$ cat src/rtl/dma_pkg.sv
// Shared state encoding and constants for the dma_copy block-copy engine.
package dma_pkg;

  typedef enum logic [2:0] {
    IDLE,
    REQ,
    RD,
    WR,
    DONE
  } dma_state_t;

  localparam int DMA_WORD_BYTES = 4;
  localparam int DMA_WAIT_W     = 4;
  localparam int DMA_CNT_W      = 30;

  // Byte length to whole-word count; the two low bits are dropped.
  function automatic logic [DMA_CNT_W-1:0] word_count(input logic [31:0] len);
    return DMA_CNT_W'(len >> 2);
  endfunction

endpackage

$ cat src/rtl/dma_wait_ctr.sv
// Loadable down-counter that flags the final cycle of a held bus strobe.
// Reloaded on entry to each strobe phase; with zero wait states the flag stays high.
module dma_wait_ctr
  import dma_pkg::*;
#(
  parameter int unsigned WAIT_STATES = 0
) (
  input  logic clk,
  input  logic rst,
  input  logic load_i,
  output logic last_o
);

  logic [DMA_WAIT_W-1:0] cnt_q, cnt_d;

  always_comb begin
    cnt_d = cnt_q;
    if (load_i) begin
      cnt_d = DMA_WAIT_W'(WAIT_STATES);
    end else if (cnt_q != '0) begin
      cnt_d = cnt_q - DMA_WAIT_W'(1);
    end
  end

  always_ff @(posedge clk or posedge rst) begin
    if (rst) begin
      cnt_q <= '0;
    end else begin
      cnt_q <= cnt_d;
    end
  end

  assign last_o = (cnt_q == '0);

endmodule

$ cat src/rtl/dma_copy.sv
// Word-granular block-copy bus initiator; each word is a read strobe then a write strobe,
// each held 1+WAIT_STATES cycles. Grant is rechecked only between words. Fill mode: DMA_COPY_FILL_EN.
module dma_copy
  import dma_pkg::*;
#(
  parameter int unsigned WAIT_STATES = 0
) (
  input  logic        clk,
  input  logic        rst,
  input  logic        start,
  input  logic [31:0] src,
  input  logic [31:0] dst,
  input  logic [31:0] len,
`ifdef DMA_COPY_FILL_EN
  input  logic        fill,
  input  logic [31:0] fill_val,
`endif
  output logic        busy,
  output logic        done,
  output logic        bus_req,
  input  logic        bus_gnt,
  output logic [31:0] addr_out,
  output logic        addr_oe,
  output logic [31:0] data_out,
  output logic        data_oe,
  input  logic [31:0] data_in,
  output logic        mem_read,
  output logic        mem_write
);

  dma_state_t           state_q, state_d;
  logic [31:0]          src_q, src_d;
  logic [31:0]          dst_q, dst_d;
  logic [DMA_CNT_W-1:0] cnt_q, cnt_d;
  logic [31:0]          data_q, data_d;
  logic                 fill_q;
  logic                 wait_load;
  logic                 wait_last;

`ifdef DMA_COPY_FILL_EN
  logic fill_d;

  always_ff @(posedge clk or posedge rst) begin
    if (rst) begin
      fill_q <= 1'b0;
    end else begin
      fill_q <= fill_d;
    end
  end
`else
  assign fill_q = 1'b0;
`endif

  always_comb begin
    state_d = state_q;
    src_d   = src_q;
    dst_d   = dst_q;
    cnt_d   = cnt_q;
    data_d  = data_q;
`ifdef DMA_COPY_FILL_EN
    fill_d  = fill_q;
`endif
    case (state_q)
      IDLE: begin
        if (start) begin
          src_d = src;
          dst_d = dst;
          cnt_d = word_count(len);
`ifdef DMA_COPY_FILL_EN
          fill_d = fill;
          // The fill pattern rides in the data register so WR needs no extra mux.
          if (fill) begin
            data_d = fill_val;
          end
`endif
          state_d = (word_count(len) == '0) ? DONE : REQ;
        end
      end
      REQ: begin
        if (bus_gnt) begin
          state_d = fill_q ? WR : RD;
        end
      end
      RD: begin
        if (wait_last) begin
          data_d  = data_in;
          state_d = WR;
        end
      end
      WR: begin
        if (wait_last) begin
          src_d = src_q + 32'(DMA_WORD_BYTES);
          dst_d = dst_q + 32'(DMA_WORD_BYTES);
          cnt_d = cnt_q - DMA_CNT_W'(1);
          if (cnt_q == DMA_CNT_W'(1)) begin
            state_d = DONE;
          end else if (bus_gnt) begin
            state_d = fill_q ? WR : RD;
          end else begin
            state_d = REQ;
          end
        end
      end
      DONE: begin
        state_d = IDLE;
      end
      default: begin
        state_d = IDLE;
      end
    endcase
  end

  always_ff @(posedge clk or posedge rst) begin
    if (rst) begin
      state_q <= IDLE;
      src_q   <= '0;
      dst_q   <= '0;
      cnt_q   <= '0;
      data_q  <= '0;
    end else begin
      state_q <= state_d;
      src_q   <= src_d;
      dst_q   <= dst_d;
      cnt_q   <= cnt_d;
      data_q  <= data_d;
    end
  end

  // Reload on every new strobe phase, including WR->WR back-to-back fill words.
  assign wait_load = ((state_d == RD) || (state_d == WR)) &&
                     ((state_d != state_q) || wait_last);

  dma_wait_ctr #(
    .WAIT_STATES(WAIT_STATES)
  ) u_wait_ctr (
    .clk   (clk),
    .rst   (rst),
    .load_i(wait_load),
    .last_o(wait_last)
  );

  always_comb begin
    busy      = (state_q != IDLE);
    done      = (state_q == DONE);
    bus_req   = (state_q == REQ) || (state_q == RD) || (state_q == WR);
    addr_oe   = (state_q == RD) || (state_q == WR);
    data_oe   = (state_q == WR);
    mem_read  = (state_q == RD);
    mem_write = (state_q == WR);
    addr_out  = '0;
    data_out  = '0;
    if (state_q == RD) begin
      addr_out = src_q;
    end else if (state_q == WR) begin
      addr_out = dst_q;
      data_out = data_q;
    end
  end

endmodule

$ cat config.mk
export PLATFORM = sky130hd
export DESIGN_NAME = dma_copy
export DESIGN_NICKNAME = d
export VERILOG_FILES = /design/src/rtl/dma_pkg.sv /design/src/rtl/dma_wait_ctr.sv /design/src/rtl/dma_copy.sv
export SDC_FILE = /design/constraint.sdc
export NUM_CORES = 1
export LEC_CHECK = 0
export ABC_AREA = 1
export BUFFER_PORTS_ARGS = -buffer_cell sky130_fd_sc_hd__buf_2
export CAP_MARGIN = 20
export CORE_MARGIN = 5
export CORE_UTILIZATION = 55
export DETAILED_ROUTE_END_ITERATION = 10
export PLACE_DENSITY = 0.78
export SLEW_MARGIN = 15
export SYNTH_ARGS = -nofsm -noshare
export SYNTH_HDL_FRONTEND = slang
export SYNTH_SLANG_ARGS = --single-unit
$ cat constraint.sdc
create_clock -name clk -period 4.4 [get_ports clk]
set_clock_uncertainty 0.2 [all_clocks]
set_input_delay 0 -clock clk [delete_from_list [all_inputs] [get_ports clk]]
set_output_delay 0 -clock clk [all_outputs]
set_load 0.005 [all_outputs]
# Yosys cells after proc, flatten, opt, wreduce, memory -nomap -nowiden
# Index checks and enable logic that the tools add are counted.
dict set report totals {
  inputBits 132
  reg_bits 133
  elab_cells 58
}
dict set report classes {
  n_eq_ne 10
  reduce_logical 15
  add_sub_neg 4
  n_mux 23
}
# operator n
set op_table {}
lappend op_table {{32-bit two-way mux} 8}
lappend op_table {{32-bit case mux with 2 select lines} 2}
lappend op_table {{32-bit by 3-bit adder with 32-bit output (second input constant)} 2}
lappend op_table {{30-bit two-way mux} 2}
lappend op_table {{30-bit case mux with 2 select lines} 1}
lappend op_table {{30-bit by 1-bit == test with 1-bit output (second input constant)} 1}
lappend op_table {{30-bit logical NOT} 1}
lappend op_table {{30-bit by 1-bit subtractor with 30-bit output (second input constant)} 1}
lappend op_table {{3-bit two-way mux} 6}
lappend op_table {{3-bit by 2-bit == test with 1-bit output (second input constant)} 4}
lappend op_table {{3-bit case mux with 4 select lines} 1}
lappend op_table {{4-bit two-way mux} 2}
lappend op_table {{1-bit logical OR} 5}
lappend op_table {{4-bit logical NOT} 1}
lappend op_table {{2-bit nonzero test} 2}
lappend op_table {{4-bit nonzero test} 1}
lappend op_table {{4-bit by 1-bit subtractor with 4-bit output (second input constant)} 1}
lappend op_table {{3-bit by 1-bit == test with 1-bit output (second input constant)} 1}
lappend op_table {{3-bit == test (second input constant)} 1}
lappend op_table {{3-bit logical NOT} 1}
lappend op_table {{3-bit != test} 1}
lappend op_table {{3-bit AND reduction} 1}
lappend op_table {{3-bit nonzero test} 1}
lappend op_table {{2-bit two-way mux} 1}
lappend op_table {{other kinds (4)} 4}

# Longest topological paths before layout
# Gate-level depths: netlist of run 1.
dict set report logic_depth {
  ltp_word 8
  ltp_mapped 13
  depth_no_buf 13
}

# Cells and area by module
# A second synthesis of run 1 with hierarchy kept.
dict set report hier_totals {
  hier_cells 1447
  area_unflattened_um2 9131.3
}
# mod area_each_um2 cells_each instances seq_area_each_um2
set by_module_without_submodules {}
lappend by_module_without_submodules {dma_copy 8897.3 1417 1 3228.1}
lappend by_module_without_submodules {dma_wait_ctr 234.0 30 1 100.1}

# Worst setup path after synthesis of run 1
# No wires, ideal clock.
dict set report synth_path {
  path_type {register to register}
  startpoint {register cnt_q[0]}
  endpoint {register cnt_q[22]}
  period_less_slack_ps 1892
  setup_slack_ps 2508
  arrival_ps 1627
  stages_incl_launch_ff 12
  path_cell_list {dfrtp_1 inv_1 ha_1 nand2_1 nor2_4 nand3_2 nor2_2 nand2_1 or2_0 nand3_1 nand2_1 nand2_1}
}
dict set report synth_between {
  elab_chain_cells 3
}
# element line_no
set synth_rtl {}
lappend synth_rtl {{start, declared} dma_copy.sv:34} ;# logic [DMA_CNT_W-1:0] cnt_q, cnt_d;
lappend synth_rtl {{start signal, assigned} dma_copy.sv:124} ;# cnt_q <= cnt_d;
lappend synth_rtl {{30-bit by 1-bit subtractor with 30-bit output} dma_copy.sv:94} ;# cnt_d = cnt_q - DMA_CNT_W'(1);
lappend synth_rtl {{30-bit two-way mux} dma_copy.sv:91} ;# if (wait_last) begin
lappend synth_rtl {{30-bit case mux with 2 select lines} dma_copy.sv:63} ;# case (state_q)
# Every way passes these cells. The select of a mux whose other input is x is not followed.
# A chain may end at the register's enable or synchronous reset.

# Worst setup path in the final report of run 1
dict set report layout_path {
  startpoint {register state_q[1]}
  endpoint {register src_q[1]}
}
dict set report layout_between {
  elab_chain_cells 3
  word_cells_on_any_way 7
  classes_between {3 x eq/ne; 1 x mux; 3 x reduce/logical}
}
# element line_no
set layout_rtl {}
lappend layout_rtl {{start, declared} dma_copy.sv:31} ;# dma_state_t state_q, state_d;
lappend layout_rtl {{start signal, assigned} dma_copy.sv:121} ;# state_q <= state_d;
lappend layout_rtl {{3-bit by 2-bit == test with 1-bit output / 3-bit logical NOT (equally long branches)} dma_copy.sv:63}
lappend layout_rtl {{2-bit by 1-bit != test with 1-bit output (no line) (tied with other cells)} n/a}
lappend layout_rtl {{3-bit AND reduction (no line)} n/a}
lappend layout_rtl {{end signal, assigned} dma_copy.sv:122} ;# src_q <= src_d;
lappend layout_rtl {{end, declared} dma_copy.sv:32} ;# logic [31:0] src_q, src_d;
# Several ways; a longest one is shown, not always the timed one.

==> flow_metrics.env, run 1 <==
export IMPL_rsz0062_at_grt="no"
export IMPL_die_w_um=136.5
export IMPL_synth_most_common_cell="nand2_1"
export IMPL_antenna_found_initial=0
export IMPL_synth_top_cells_by_count="nand2_1 (293), nor2_1 (216), inv_1 (173), dfrtp_1 (133), nand3_1 (97)"
export IMPL_finalSetupViolations=0
export IMPL_grt_use_total=0.3215
export IMPL_wl_um=29830
export IMPL_viasPerCell=5.541
export IMPL_max_stage_delay_ps=820
export IMPL_path_common_cell="dlygate4sd3_1"
export IMPL_cp_start_kind="flop"
export IMPL_end_kind="flop"
export IMPL_synth_seq_cells=133
export IMPL_ys_async_sr_fraction=1.000
export IMPL_die_h_um=136.5
export IMPL_synthDistinctLibCells=35
export IMPL_io_pins=203
export IMPL_dpl_hpwl_um=19360
export IMPL_powerDensity_nw_per_um2=657.4
export IMPL_area_growth_syn_to_layout_pct=34.47
export IMPL_cts_made_buffers=17
export IMPL_required_ps=4560
export IMPL_synth_main_ff_cell="dfrtp_1"
export IMPL_port_buffers=200
export IMPL_cts_resized=0
export IMPL_clock_latency_ps=430
export IMPL_path_clk_slew_ps=50
export IMPL_diodes=0
export IMPL_hold_buffers=138
export IMPL_cpMaxStageDelayCell="buf_4"
export IMPL_clockBufferDepth=2
export IMPL_fin_crit_sh=0.8071
export IMPL_nets=1773
export IMPL_post_cts_buffers=0
export IMPL_drive_above_1_share=0.1522
export IMPL_antenna_left=0
export IMPL_grt_pass1_wl_um=47760
export IMPL_worst_path_buf_inv=4
export IMPL_syn_num_nets=1469
export IMPL_yosysSeqAreaShare=0.3784
export IMPL_place_congestion=0.9653
export IMPL_crit_arrival_ps=3710
export IMPL_cts_root_buf="clkbuf_16"
export IMPL_core_area_um2=15770
export IMPL_drt_iter0_markers=757
export IMPL_dr_total_vias=10330
export IMPL_synth_area_um2=8796
export IMPL_maxSlewHeadroom=0.3623
export IMPL_fmaxAchievable_mhz=281.6
export IMPL_worst_path_stages=8
export IMPL_first_global_vias=9969
export IMPL_hold_violations=0
export IMPL_wl_per_cell_um=16.00
export IMPL_status="finished, final reports clean"
export IMPL_crit_family="buffers and inverters"
export IMPL_drtPass1Iterations=6
export IMPL_tns_ps=0
export IMPL_report_final_slew_viol_count=0
export IMPL_grt_max_degree=103
export IMPL_crit_type="flop to flop"
export IMPL_reg2regPathDepth=8
export IMPL_drc=0
export IMPL_crit_chain="inv_2 > nor2_4 > nand2_4 > buf_4 > nand3_1 > dlygate4sd3_1 > o21ai_0 > dlygate4sd3_1"
export IMPL_dieArea_um2=18620
export IMPL_maxCapViolations=0
export IMPL_grt_overflow=0
export IMPL_total_leakage_power_nw=5.755
export IMPL_worst_pin_slew_ps=956.6
export IMPL_floorplan_rows=46
export IMPL_cts_tree="yes"
export IMPL_cp_max_fo=93
export IMPL_hold_path_class="input pin to asynchronous set/reset pin"
export IMPL_synth_area_leader_cell="dfrtp_1"
export IMPL_synthCells=1332
export IMPL_cts_sinks=133
export IMPL_ir_drop_v=0.0004217
export IMPL_syn_avg_cell_area_um2=6.604
export IMPL_synth_area_leaders="dfrtp_1 (38%), nand2_1 (13%), nor2_1 (9.2%)"
export IMPL_htree_levels=4
export IMPL_start_util=0.5578
export IMPL_total_power_mw=7.776
export IMPL_period_needed_ps=3551
export IMPL_synth_edf_count=0
export IMPL_yosysWarnings=0
export IMPL_yosysTopAreaCellShare=0.3784
[cells by family after synthesis]
group	Yosys count	synth area share
AO/OA/AOI/OAI	269	0.1716
AND/OR/NAND/NOR	670	0.3166
buffers and inverters	237	0.1084
flip-flops	133	0.3784
XOR/XNOR	18	0.01792
adder cells (fa/ha/maj)	5	0.007112
[metal layers]
layer / track usage / part of all wire
met1: 0.3935 / 0.39
met4: 0.1646 / 0.048
met3: 0.07143 / 0.082
met5: 0 / 0
met2: 0.5318 / 0.48
[cell usage in the layout (no fill, tap or decap), types with 2 or more instances in the layout]
cell           Yosys  routed
nand2_1          293     292
nor2_1           216     216
buf_2             24     200
inv_1            173     172
dlygate4sd3_1      0     138
dfrtp_1          133     133
nand3_1           97      97
o21ai_0           91      91
a21oi_1           68      68
o22ai_1           40      40
nor3_1            30      30
o21ai_1           24      24
o211ai_1          20      20
clkbuf_16          0      17
xor2_1            16      16
nand4_1           14      14
a31oi_1           10      10
clkbuf_1          25       8
nor2_2             7       7
a22oi_1            7       7
a32oi_1            6       6
buf_4              7       6
ha_1               5       5
nor2_4             4       4
clkbuf_8           0       4
nor4_1             3       3
clkinv_2           0       2
a211oi_1           2       2
xnor2_1            2       2
bufinv_16          0       2
[worst min-delay path, delay by kind of cell]
family                 cells  cell delay, ps
buffers and inverters      3            1300
[worst paths after layout]
| check | start | end | slack (ps) |
|---|---|---|---|
| max in group asynchronous | rst | src_q[26] | 2840 |
| min in group clk | data_in[30] | data_q[30] | 170 |
| hold / removal | rst | data_q[9] | 130 |
| setup reg to reg | state_q[1] | src_q[1] | 850 |
| hold reg to reg | data_q[30] | data_q[30] | 310 |
| setup / recovery | state_q[1] | src_q[1] | 850 |
[cell type report]
class | count | area [um^2]
multi-input cells | 962 | 4522
inverters | 176 | 669.4
fillers | 1251 | 3943
clock inverters | 3 | 65.06
repair buffers | 346 | 2462
flip-flops and latches | 133 | 3328
clock buffers | 29 | 510.5
well taps | 216 | 270.3
[sequential cells by signal, indices dropped and copies added (netlist names)]
name              cells
data_q               32
dst_q                32
src_q                32
cnt_q                30
u_wait_ctr.cnt_q      4
state_q               3
[through the flow]
stage / instance area, um^2 / worst slack (ps) / instances / hold WS, ps / util
6_report: 11830 / 849.0 / 1865 / 128.4 / 0.7500
5_1_grt: 11830 / 703.8 / 1865 / 180.4 / 0.7500
4_1_cts: 11810 / 958.8 / 1864 / 145.2 / 0.7490
3_5_place_dp: 9856 / 1546 / 1694 / 39.72 / 0.6250
3_3_place_gp: 9856 / 1613 / 1694 / 38.80 / 0.6250
2_1_floorplan: 8796 / 645.6 / 1332 / -53.14 / -
[power breakdown]
| group | internal [mW] | leakage (nW) | switching, mW |
|---|---|---|---|
| sequential | 1.83 | 1.56 | 0.501 |
| combinational | 1.38 | 3.91 | 2.66 |
| clock | 0.895 | 0.280 | 0.517 |
| total | 4.10 | 5.76 | 3.67 |
Note: power is estimated with default switching activity, not from simulation.
==> run 2, diff against run 1 <==
CORE_UTILIZATION = 50   (was 55)
PLACE_DENSITY = 0.75   (was 0.78)
clock period = 3 ns   (was 4.4 ns; I/O delays follow)
==> run 2 against run 1 <==
- critical path depth unchanged
- first-iteration DRC count increased by 15%
- final cell count increased by 1.1%
- highest routed layer unchanged
- routed wire length increased by 5.0%
- sequential power increased by 46%
- hold slack improved by 1.8 ps
==> flow_metrics.env, run 2 (synthesis gave the netlist of run 1 again) <==
export IMPL_finalWorstSetupSlack_ps=171.8
export IMPL_cpMaxStageDelayCell="dlygate4sd3_1"
export IMPL_place_congestion=0.9356
export IMPL_cts_sinks=133
export IMPL_reg2regPathDepth=8
export IMPL_clock_power_share=0.185
export IMPL_core_area_um2=17300
export IMPL_drive_above_1_share=0.1610
export IMPL_fin_cells=1886
export IMPL_fmaxAchievable_mhz=353.6
export IMPL_port_buffers=200
export IMPL_p_sw_mw=5.550
export IMPL_crit_arrival_ps=2980
export IMPL_final_cell_mix="nand2_1 (292), nor2_1 (216), buf_2 (200)"
export IMPL_period_needed_ps=2828
export IMPL_worst_pin_slew_ps=779.9
export IMPL_p_int_mw=6.215
export IMPL_cp_max_fo=60
export IMPL_first_global_vias=9862
export IMPL_end_kind="flop"
export IMPL_area_growth_syn_to_layout_pct=36.94
export IMPL_dpl_hpwl_um=20120
export IMPL_htree_levels=4
export IMPL_drc=0
export IMPL_path_common_cell="dlygate4sd3_1"
export IMPL_die_h_um=142.6
export IMPL_antenna_found_initial=2
export IMPL_pre_cts_ws_ps=500.3
export IMPL_start_util=0.5085
export IMPL_clock_latency_ps=430
export IMPL_reg_largest_list="data_q (32), dst_q (32), src_q (32)"
export IMPL_io_pins=203
export IMPL_cts_tree="yes"
export IMPL_antenna_left=0
export IMPL_dpl_cell_count=1711
export IMPL_combPwrFrac=0.525
export IMPL_status="finished, final reports clean"
export IMPL_crit_type="flop to flop"
export IMPL_cts_root_buf="clkbuf_16"
export IMPL_total_leakage_power_nw=5.850
export IMPL_cp_start_kind="flop"
export IMPL_finalSetupViolations=0
export IMPL_power_share_switching=0.4717
export IMPL_report_final_slew_viol_count=0
export IMPL_grt_max_degree=134
export IMPL_hold_path_class="input pin to asynchronous set/reset pin"
export IMPL_wl_per_cell_um=16.61
export IMPL_ir_drop_v=0.0004915
export IMPL_floorplan_rows=48
export IMPL_tns_ps=0
export IMPL_wl_um=31320
export IMPL_layout_commonest_cell="nand2_1"
export IMPL_grt_overflow=0
export IMPL_die_w_um=142.6
export IMPL_maxCapViolations=0
export IMPL_crit_chain="inv_2 > nor2_4 > nand2_4 > buf_16 > nand3_1 > dlygate4sd3_1 > o21ai_0 > dlygate4sd3_1"
export IMPL_maxSlewHeadroom=0.4801
export IMPL_viasPerCell=5.466
export IMPL_fin_crit_sh=0.9427
export IMPL_dieArea_um2=20340
export IMPL_grt_use_total=0.2997
export IMPL_drtPass1Iterations=6
export IMPL_dr_total_vias=10310
export IMPL_nets=1782
export IMPL_hold_violations=0
export IMPL_cts_made_buffers=17
export IMPL_powerDensity_nw_per_um2=976.7
export IMPL_rsz0062_at_grt="no"
export IMPL_grt_pass1_wl_um=48900
export IMPL_drt_iter0_markers=867
export IMPL_max_stage_delay_ps=590
export IMPL_required_ps=3160
export IMPL_power_frac_seq=0.290
export IMPL_clockBufferDepth=2
export IMPL_path_clk_slew_ps=60
run 2: path summary, 6_finish.rpt:
path / from / endpoint / slack, ps
worst max-delay path: state_q[1] / dst_q[0] / 170
worst min-delay path: rst / src_q[17] / 130
worst max register to register: state_q[1] / dst_q[0] / 170
worst min register to register: data_q[31] / data_q[31] / 310
max in group asynchronous: rst / dst_q[7] / 1870
min in group clk: data_in[9] / data_q[9] / 160
run 2: power by group through the flow:
stage                     Sequential, mW  Clock, mW  Combinational (mW)
after global placement              3.37          0                5.54
final                               3.41       2.18                6.17
after CTS                           3.37       2.19                5.92
after detailed placement            3.39          0                5.69
after floorplan                     3.18          0                4.09
after global routing                3.51       2.27                6.85
run 2: timing repair:
item | CTS | global route
endpoints found under the setup margin | 0 | 4
buffers inserted | 0 | 0
endpoints found under the hold margin | 262 | 0
gates resized for setup | 0 | 1
hold buffers | 138 | 0
run 2: metal layers:
metal | part of all wire | wire, um | vias up | global-route usage
met5 | 0 | 0 | - | 0
met2 | 0.49 | 15390 | 532 | 0.5104
li1 | - | - | 4979 | -
met1 | 0.40 | 12390 | 4707 | 0.3724
met4 | 0.038 | 1183 | 0 | 0.1336
met3 | 0.075 | 2362 | 90 | 0.05325
run 2: stage by stage:
| stage | area, um^2 | hold slack (ps) | utilization | total power, mW |
|---|---|---|---|---|
| floorplan | 8800 | -53.14 | - | 7.270 |
| global placement | 9988 | 39.99 | 0.5775 | 8.911 |
| detailed placement | 9988 | 45.18 | 0.5775 | 9.077 |
| CTS | 11980 | 148.4 | 0.6926 | 11.48 |
| global route | 12040 | 187.5 | 0.6963 | 12.63 |
| finish | 12050 | 130.1 | 0.6964 | 11.76 |
run 2: final cells by class:
class                   instances  area, um^2
multi-input cells             962        4522
clock buffers                  20       456.7
flip-flops and latches        133        3328
well taps                     225       281.5
inverters                     176       668.1
repair buffers                355        2628
fillers                      1410        5251
diodes                          3       7.507
clock inverters                12       153.9
run 2: critical path, delay by kind of cell (launching register included):
kind                   cells  cell delay, ps
DFF                        1             400
buffers and inverters      4            1570
AOI/OAI and AO/OA          1              70
and+or+nand+nor            3             470
